### config.mk
export PLATFORM = sky130hd
export DESIGN_NAME = sdram_host_sequencer
export DESIGN_NICKNAME = d
export VERILOG_FILES = /design/src/rtl/sdram_host_pkg.sv /design/src/rtl/sdram_host_sequencer_req_slot.sv /design/src/rtl/sdram_host_sequencer.sv
export SDC_FILE = /design/constraint.sdc
export NUM_CORES = 1
export LEC_CHECK = 0
export ABC_AREA = 1
export BUFFER_PORTS_ARGS = -buffer_cell sky130_fd_sc_hd__buf_2
export CAP_MARGIN = 20
export CORE_ASPECT_RATIO = 0.5
export CORE_UTILIZATION = 25
export CTS_BUF_LIST = sky130_fd_sc_hd__clkbuf_4
export DETAILED_ROUTE_END_ITERATION = 6
export GPL_TIMING_DRIVEN = 0
export PLACE_DENSITY_LB_ADDON = 0.12
export SYNTH_ARGS = -nofsm -noshare
export SYNTH_HDL_FRONTEND = slang
export SYNTH_SLANG_ARGS = --single-unit
### constraint.sdc
create_clock -name clk -period 12.5 [get_ports clk]
set_clock_uncertainty 0.05 [all_clocks]
set_input_delay 3.125 -clock clk [delete_from_list [all_inputs] [get_ports clk]]
set_output_delay 3.125 -clock clk [all_outputs]
set_load 0.02 [all_outputs]
### src/rtl/sdram_host_pkg.sv
// Shared types and helpers for the SDRAM host request sequencer.
package sdram_host_pkg;

    localparam int unsigned DROP_CNT_W = 8;
    localparam int unsigned DROP_SUM_W = DROP_CNT_W + 1;

    typedef enum logic [2:0] {
        IDLE    = 3'd0,
        WR_REQ  = 3'd1,
        WR_WAIT = 3'd2,
        RD_REQ  = 3'd3,
        RD_WAIT = 3'd4
    } state_t;

    // Adds 0..2 dropped requests to the counter, clamping at all-ones.
    function automatic logic [DROP_CNT_W-1:0] sat_add(
        input logic [DROP_CNT_W-1:0] cnt,
        input logic [1:0]            inc
    );
        logic [DROP_SUM_W-1:0] sum;
        sum = {1'b0, cnt} + DROP_SUM_W'(inc);
        sat_add = sum[DROP_CNT_W] ? {DROP_CNT_W{1'b1}} : sum[DROP_CNT_W-1:0];
    endfunction

endpackage

### src/rtl/sdram_host_sequencer_req_slot.sv
// One-deep pending request register with optional payload and drop indication.
module req_slot #(
    parameter int unsigned DATA_WIDTH = 16,
    localparam int unsigned PW = (DATA_WIDTH == 0) ? 1 : DATA_WIDTH
) (
    input  logic          clk,
    input  logic          rst,
    input  logic          req,
    input  logic          clr,
    input  logic [PW-1:0] data_in,
    output logic          pend,
    output logic [PW-1:0] data_out,
    output logic          drop_c
);

    logic accept_c;

    // A slot freed this cycle by its consumer can take a new request at once.
    assign drop_c   = req && pend && !clr;
    assign accept_c = req && !drop_c;

    always_ff @(posedge clk or posedge rst) begin
        if (rst) begin
            pend <= 1'b0;
        end else if (req) begin
            pend <= 1'b1;
        end else if (clr) begin
            pend <= 1'b0;
        end
    end

    generate
        if (DATA_WIDTH == 0) begin : g_no_payload
            logic payload_unused;
            assign payload_unused = ^data_in;
            assign data_out       = '0;
        end else begin : g_payload
            always_ff @(posedge clk or posedge rst) begin
                if (rst) begin
                    data_out <= '0;
                end else if (accept_c) begin
                    data_out <= data_in;
                end
            end
        end
    endgenerate

endmodule

### src/rtl/sdram_host_sequencer.sv
// Sequences host write/read pulses into enable/busy handshakes with the SDRAM controller.
module sdram_host_sequencer
    import sdram_host_pkg::*;
#(
    parameter int unsigned HADDR_WIDTH = 24,
    parameter int unsigned DATA_WIDTH  = 16,
    parameter int unsigned ACK_TIMEOUT = 255
) (
    input  logic                   clk,
    input  logic                   rst,
    input  logic                   wr_req,
    input  logic                   rd_req,
    input  logic [DATA_WIDTH-1:0]  wr_data,
    output logic [HADDR_WIDTH-1:0] haddr,
    output logic [DATA_WIDTH-1:0]  data_input,
    output logic                   wr_enable,
    output logic                   rd_enable,
    input  logic                   busy,
    input  logic [DATA_WIDTH-1:0]  data_output,
    output logic [DATA_WIDTH-1:0]  rd_data,
    output logic                   rd_valid,
    output logic                   timeout_err,
    output logic [DROP_CNT_W-1:0]  drop_cnt
);

    localparam int unsigned TO_W = (ACK_TIMEOUT < 1) ? 1 : $clog2(ACK_TIMEOUT + 1);
    localparam logic [TO_W-1:0] TO_LAST = TO_W'(ACK_TIMEOUT - 1);

    state_t                 state;
    logic [HADDR_WIDTH-1:0] wr_ptr;
    logic                   have_wr;
    logic [TO_W-1:0]        to_cnt;

    logic                   wr_pend;
    logic                   rd_pend;
    logic [DATA_WIDTH-1:0]  wr_pend_data;
    logic                   rd_slot_unused;
    logic                   wr_drop_c;
    logic                   rd_drop_c;
    logic                   wr_take_c;
    logic                   rd_take_c;
    logic [1:0]             drop_inc_c;

    // Slots hold requests not yet launched; launching from IDLE consumes them.
    assign wr_take_c  = (state == IDLE) && wr_pend;
    assign rd_take_c  = (state == IDLE) && !wr_pend && rd_pend;
    assign drop_inc_c = {1'b0, wr_drop_c} + {1'b0, rd_drop_c};

    req_slot #(
        .DATA_WIDTH (DATA_WIDTH)
    ) u_wr_slot (
        .clk      (clk),
        .rst      (rst),
        .req      (wr_req),
        .clr      (wr_take_c),
        .data_in  (wr_data),
        .pend     (wr_pend),
        .data_out (wr_pend_data),
        .drop_c   (wr_drop_c)
    );

    req_slot #(
        .DATA_WIDTH (0)
    ) u_rd_slot (
        .clk      (clk),
        .rst      (rst),
        .req      (rd_req),
        .clr      (rd_take_c),
        .data_in  (1'b0),
        .pend     (rd_pend),
        .data_out (rd_slot_unused),
        .drop_c   (rd_drop_c)
    );

    always_ff @(posedge clk or posedge rst) begin
        if (rst) begin
            state       <= IDLE;
            wr_ptr      <= '0;
            have_wr     <= 1'b0;
            to_cnt      <= '0;
            haddr       <= '0;
            data_input  <= '0;
            wr_enable   <= 1'b0;
            rd_enable   <= 1'b0;
            rd_data     <= '0;
            rd_valid    <= 1'b0;
            timeout_err <= 1'b0;
            drop_cnt    <= '0;
        end else begin
            rd_valid    <= 1'b0;
            timeout_err <= 1'b0;
            drop_cnt    <= sat_add(drop_cnt, drop_inc_c);

            case (state)
                IDLE: begin
                    if (wr_pend) begin
                        state      <= WR_REQ;
                        wr_enable  <= 1'b1;
                        haddr      <= wr_ptr;
                        data_input <= wr_pend_data;
                        to_cnt     <= '0;
                    end else if (rd_pend) begin
                        state     <= RD_REQ;
                        rd_enable <= 1'b1;
                        haddr     <= have_wr ? (wr_ptr - HADDR_WIDTH'(1)) : '0;
                        to_cnt    <= '0;
                    end
                end

                WR_REQ: begin
                    if (busy) begin
                        state     <= WR_WAIT;
                        wr_enable <= 1'b0;
                    end else if (to_cnt == TO_LAST) begin
                        state       <= IDLE;
                        wr_enable   <= 1'b0;
                        timeout_err <= 1'b1;
                    end else begin
                        to_cnt <= to_cnt + TO_W'(1);
                    end
                end

                RD_REQ: begin
                    if (busy) begin
                        state     <= RD_WAIT;
                        rd_enable <= 1'b0;
                    end else if (to_cnt == TO_LAST) begin
                        state       <= IDLE;
                        rd_enable   <= 1'b0;
                        timeout_err <= 1'b1;
                    end else begin
                        to_cnt <= to_cnt + TO_W'(1);
                    end
                end

                // Address advances only once the controller has finished the write.
                WR_WAIT: begin
                    if (!busy) begin
                        wr_ptr  <= wr_ptr + HADDR_WIDTH'(1);
                        have_wr <= 1'b1;
                        state   <= IDLE;
                    end
                end

                RD_WAIT: begin
                    if (!busy) begin
                        rd_data  <= data_output;
                        rd_valid <= 1'b1;
                        state    <= IDLE;
                    end
                end

                default: begin
                    state     <= IDLE;
                    wr_enable <= 1'b0;
                    rd_enable <= 1'b0;
                end
            endcase
        end
    end

endmodule

Word level (Yosys, flattened, before mapping) --
Cells that the tools add are included.
Word-level totals: output and inout port bits 68, word-level logic and storage cells 98, register bits 122
Cells by class: eq/ne operators 14, mux-type cells 32, add/sub/neg operators 5, reductions and logical operators 29, bitwise gates (word level) 3
Operators with widths (number):
- two-way mux 24 bit | 3
- two-way mux 8 bit | 5
- adder 24 x 1 -> 24 bit (second input constant) | 1
- subtractor 24 x 1 -> 24 bit (second input constant) | 1
- two-way mux 3 bit | 6
- case mux 8 bit (2 select lines) | 1
- two-way mux 1 bit | 14
- case mux 3 bit (4 select lines) | 1
- AND reduction 2 bit | 5
- adder 8 x 2 -> 9 bit | 1
- adder 8 x 1 -> 8 bit (second input constant) | 1
- equality test 8 bit (second input constant) | 1
- logical AND 1 bit | 8
- != test 2 bit (second input constant) | 4
- AND reduction 4 bit | 2
- nonzero test 2 bit | 4
- equality test 3 x 2 -> 1 bit (second input constant) | 2
- != test 3 bit (second input constant) | 2
- case mux 1 bit (3 select lines) | 2
- OR reduction 3 bit | 2
- zero test 1 bit | 4
- != test 2 x 1 -> 1 bit (second input constant) | 2
- OR reduction 2 bit | 2
- equality test 3 x 1 -> 1 bit (second input constant) | 1
- 6 further kinds | 8

Logic depth before layout (Yosys ltp) --
depth in word-level cells 8, depth in mapped cells 13, gate-level depth less buffers 13

Modules after synthesis --
A second synthesis with hierarchy kept.
Second synthesis, totals: cell total of the unflattened synthesis 775, area total of the unflattened synthesis 6150.9 um^2
By module, submodules not included:
- sdram_host_sequencer | area each 5387.7 um^2, cells each 689, seq. area each 2602.5 um^2, instances 1
- req_slot at u_wr_slot | area each 700.7 um^2, cells each 76, seq. area each 425.4 um^2, instances 1
- req_slot at u_rd_slot | area each 62.6 um^2, cells each 10, seq. area each 25.0 um^2, instances 1

Worst setup path before layout --
No wires, ideal clock.
path type input port to flip-flop, start input wr_req, end register drop_cnt[3], data required time 12.367 ns, data arrival time 4.390 ns, library setup time 0.083 ns, path slack 7.977 ns, stages on the path 9, path through nand3_1 -> fa_1 -> inv_1 -> nand4_1 -> nor2_1 -> nand3_1 -> inv_1 -> nand2_1 -> o21ai_0
Between the ends: cells in the longest elaborated chain, start to end 5
Ends and longest elaborated chain:
- start, declared | RTL line sdram_host_sequencer.sv:11 | input logic wr_req,
- logical AND 1 bit (2 in series) | RTL line sdram_host_sequencer_req_slot.sv:19 | assign drop_c = req && pend && !clr;
- adder 1 x 1 -> 2 bit | RTL line sdram_host_sequencer.sv:47 | assign drop_inc_c = {1'b0, wr_drop_c} + {1'b0, rd_drop_c};
- adder 8 x 2 -> 9 bit | RTL line sdram_host_pkg.sv:21 | sum = {1'b0, cnt} + DROP_SUM_W'(inc);
- two-way mux 8 bit | RTL line sdram_host_pkg.sv:22 | sat_add = sum[DROP_CNT_W] ? {DROP_CNT_W{1'b1}} : sum[DROP_CNT_W-1:0];
- end signal, assigned | RTL line sdram_host_sequencer.sv:92 | drop_cnt <= sat_add(drop_cnt, drop_inc_c);
- end, declared | RTL line sdram_host_sequencer.sv:23 | output logic [DROP_CNT_W-1:0] drop_cnt
No other way between the ends. A chain may end at the register's enable or synchronous reset.

Worst setup path in the final report --
start register drop_cnt[1], end output drop_cnt[1]
No word-level cell between the ends.

==> reports/metrics.yaml <==
synthesis:
  syn_area_sq_mm: 0.00595
  synthAdderAreaFrac_pct: 1.18
  synth-simple-area-share_pct: 30.7
  synth_xor_xnor_area_share_pct: 3.97
  synth_edf_count: 0
  ys_seq_area_share_pct: 51.3
  syn_nets: 757
  synth.avg_cell_area_sq_um: 8.32
  ys.flop_type: "dfrtp_1"
  synthMuxAreaShare_pct: 3.01
  synth_compound_area_share_pct: 3.68
  yosys_register_bits: 122
  synth_top_family_by_area: "simple AND/OR/NAND/NOR gates"
  syn_inst: 715
  async_reset_ff_share_pct: 100
  synth_cell_type_count: 38
  ys_warn_count: 0
outcome:
  outcome: "finished, violations left"
  failed_checks: "DRC"
setup_path:
  crit_family: "flip-flops"
  max_stage_delay_ns: 0.44
  critPathBufInv: 1
  cpMaxStageDelayCell: "dfrtp_1"
  cp.arrival_ns: 1.20
  crit_type: "flip-flop to output pin"
  path_max_fanout: 5
  required_ns: 9.32
  path_cells: "buf_2"
  end_kind: "output pin"
  critPathLaunchType: "flip-flop"
drt:
  wl_per_cell_um: 13.5
  viasPerCell: 4.30
  routed_wl_mm: 15.6
  dr.pass1.iters: 7
  remaining_drc_errors: 6
  drtIter0Drc: 288
  drtAntennaViolNets: 0
  vias: 4985
power:
  p_seq_share_pct: 41.4
  internal-power_uw: 829
  leakage_uw: 0.00372
  combPwrFrac_pct: 43.3
  clock_power_share_pct: 15.3
  switching_share_pct: 44.5
  p_switching_uw: 664
  powerDensity_mw_per_mm2: 210
  peakVddDrop_mv: 0.104
floorplanning:
  core_region_area_sq_mm: 0.0231
  dieArea_sq_mm: 0.0245
  pin_count: 105
  num_rows: 39
  start_util_pct: 25.8
  fp.dieW_um: 220
  die_height_um: 111
placement:
  post-place-ws_ns: 7.58
  io_buffers: 104
  placed_area_sq_mm: 0.00689
  dpl.cell_count: 1127
  gp_congestion: 0.833
  hpwlAfterDp_mm: 11.5
min_path:
  hp-class: "flip-flop to flip-flop"
clocking:
  cts_tree: "yes"
  cts.hold.buffers_added: 0
  h-tree-depth: 4
  cts_buffers: 17
  post-cts-setup-buffers: 0
  clockBufferDepth: 2
  ctsRootBufferMaster: "clkbuf_4"
  clkSlewWorstSetupHoldPaths_ns: 0.10
  clock_latency_ns: 0.57
  cts-resized-gates: 0
  numClockSinks: 122
grt:
  grt_max_degree: 80
  antenna_found_initial: 1
  met1_usage_pct: 19.4
  met3_usage_pct: 4.31
  use_met2_pct: 20.2
  grt_first_pass_wirelength_mm: 26.2
  grt_overflow_total: 0
  grt_usage_pct: 14.0
  grt_pass1_vias: 4910
  top_usage_layer: "met2"
timing:
  setup_viol: 0
  finalCriticalPeriod_ns: 4.38
  finalHoldViolations: 0
  rsz0062_at_grt: "false"
  tns_ns: 0
  max_slew_margin_pct: 70.8
  fmax_ghz: 0.229
  period_share_pct: 35.0
  tightest_slew_ns: 0.438
  slew_viol_final: 0
  setup_ws_ns: 8.12
layout:
  layout_commonest_cell: "nand2_1"
  nets: 881
  area_growth_pct: 19.2
  layout_common_cells: "nand2_1, dfrtp_1, buf_2"
  final_cells: 1159
  fin_area_sq_mm: 0.00709
  drive_above_1_share_pct: 23.1
flow_run:
  cap_violations: 0
[power by group through the flow]
stage	combinational (uW)	sequential (uW)	clock, uW
after global placement	658	623	0
after global routing	733	638	262
after CTS	663	619	246
after detailed placement	663	625	0
after floorplan	348	717	0
final	647	617	228
[kinds of logic (layout without fill, tap and decap cells)]
family / after synthesis / count (layout)
other: 0 / 1
muxes: 16 / 16
buffers and inverters: 82 / 218
and+or+nand+nor: 427 / 427
DFF: 122 / 122
adders and majority gates: 5 / 5
AOI/OAI and AO/OA: 36 / 36
xor gates and xnor gates: 27 / 27
[sequential cells by signal, summed over array words and instances (netlist names)]
signal              count
timeout_err             1
wr_enable               1
u_rd_slot.pend          1
to_cnt                  8
rd_valid                1
data_input             16
u_wr_slot.pend          1
drop_cnt                8
rd_enable               1
have_wr                 1
wr_ptr                 24
state                   3
rd_data                16
u_wr_slot.data_out     16
haddr                  24
[metrics by stage]
step           total power (uW)  util, %  hold WS, ns
5_1_grt                    1630     30.7        0.450
2_1_floorplan              1060        -        0.391
3_3_place_gp               1280     29.7        0.401
4_1_cts                    1530     30.7        0.430
6_report                   1490     30.7        0.424
3_5_place_dp               1290     29.8        0.407
[worst paths after layout]
path | endpoint | cells after the start | start | slack (ns)
min in group asynchronous | wr_ptr[3]$_DFFE_PP0P_ | 2 | rst | 2.50
setup reg to reg | drop_cnt[4]$_DFF_PP0_ | 13 | u_wr_slot.pend$_DFFE_PP0P_ | 9.82
max in group asynchronous | to_cnt[7]$_DFFE_PP0P_ | 3 | rst | 9.16
setup / recovery | drop_cnt[1] | 1 | drop_cnt[1]$_DFF_PP0_ | 8.12
hold reg to reg | wr_ptr[22]$_DFFE_PP0P_ | 2 | wr_ptr[22]$_DFFE_PP0P_ | 0.42
hold / removal | wr_ptr[22]$_DFFE_PP0P_ | 2 | wr_ptr[22]$_DFFE_PP0P_ | 0.42
[synth_stat cells, types with 7 or more instances]
cell / count / area (sq um)
nand2_1: 271 / 1020
dfrtp_1: 122 / 3050
nor2_1: 58 / 218
inv_1: 55 / 206
nand3_1: 52 / 260
xor2_1: 25 / 219
o21ai_0: 16 / 80.1
mux2_2: 15 / 169
nand4_1: 15 / 93.8
buf_2: 10 / 50.1
inv_2: 8 / 30.0
nor2_2: 8 / 50.1
nor3_1: 8 / 40.0
a21oi_1: 7 / 35.0
[cell type report]
| class | instances | area (sq um) |
|---|---|---|
| Timing Repair Buffer | 105 | 548 |
| Clock buffer | 19 | 143 |
| Inverter | 64 | 248 |
| Antenna cell | 1 | 2.50 |
| Tap cell | 307 | 384 |
| Buffer | 18 | 123 |
| Sequential cell | 122 | 3050 |
| Multi-Input combinational cell | 511 | 2530 |
| Clock inverter | 12 | 60.1 |
| Fill cell | 2541 | 16000 |
[metal layers]
layer | share of wire (%) | wire length [um] | vias up
li1 | - | - | 2506
met1 | 50 | 7760 | 2374
met2 | 44 | 6820 | 90
met3 | 5.3 | 834 | 15
met4 | 1.4 | 225 | 0
met5 | 0 | 0 | -
Power figures use the tool's default switching activity.
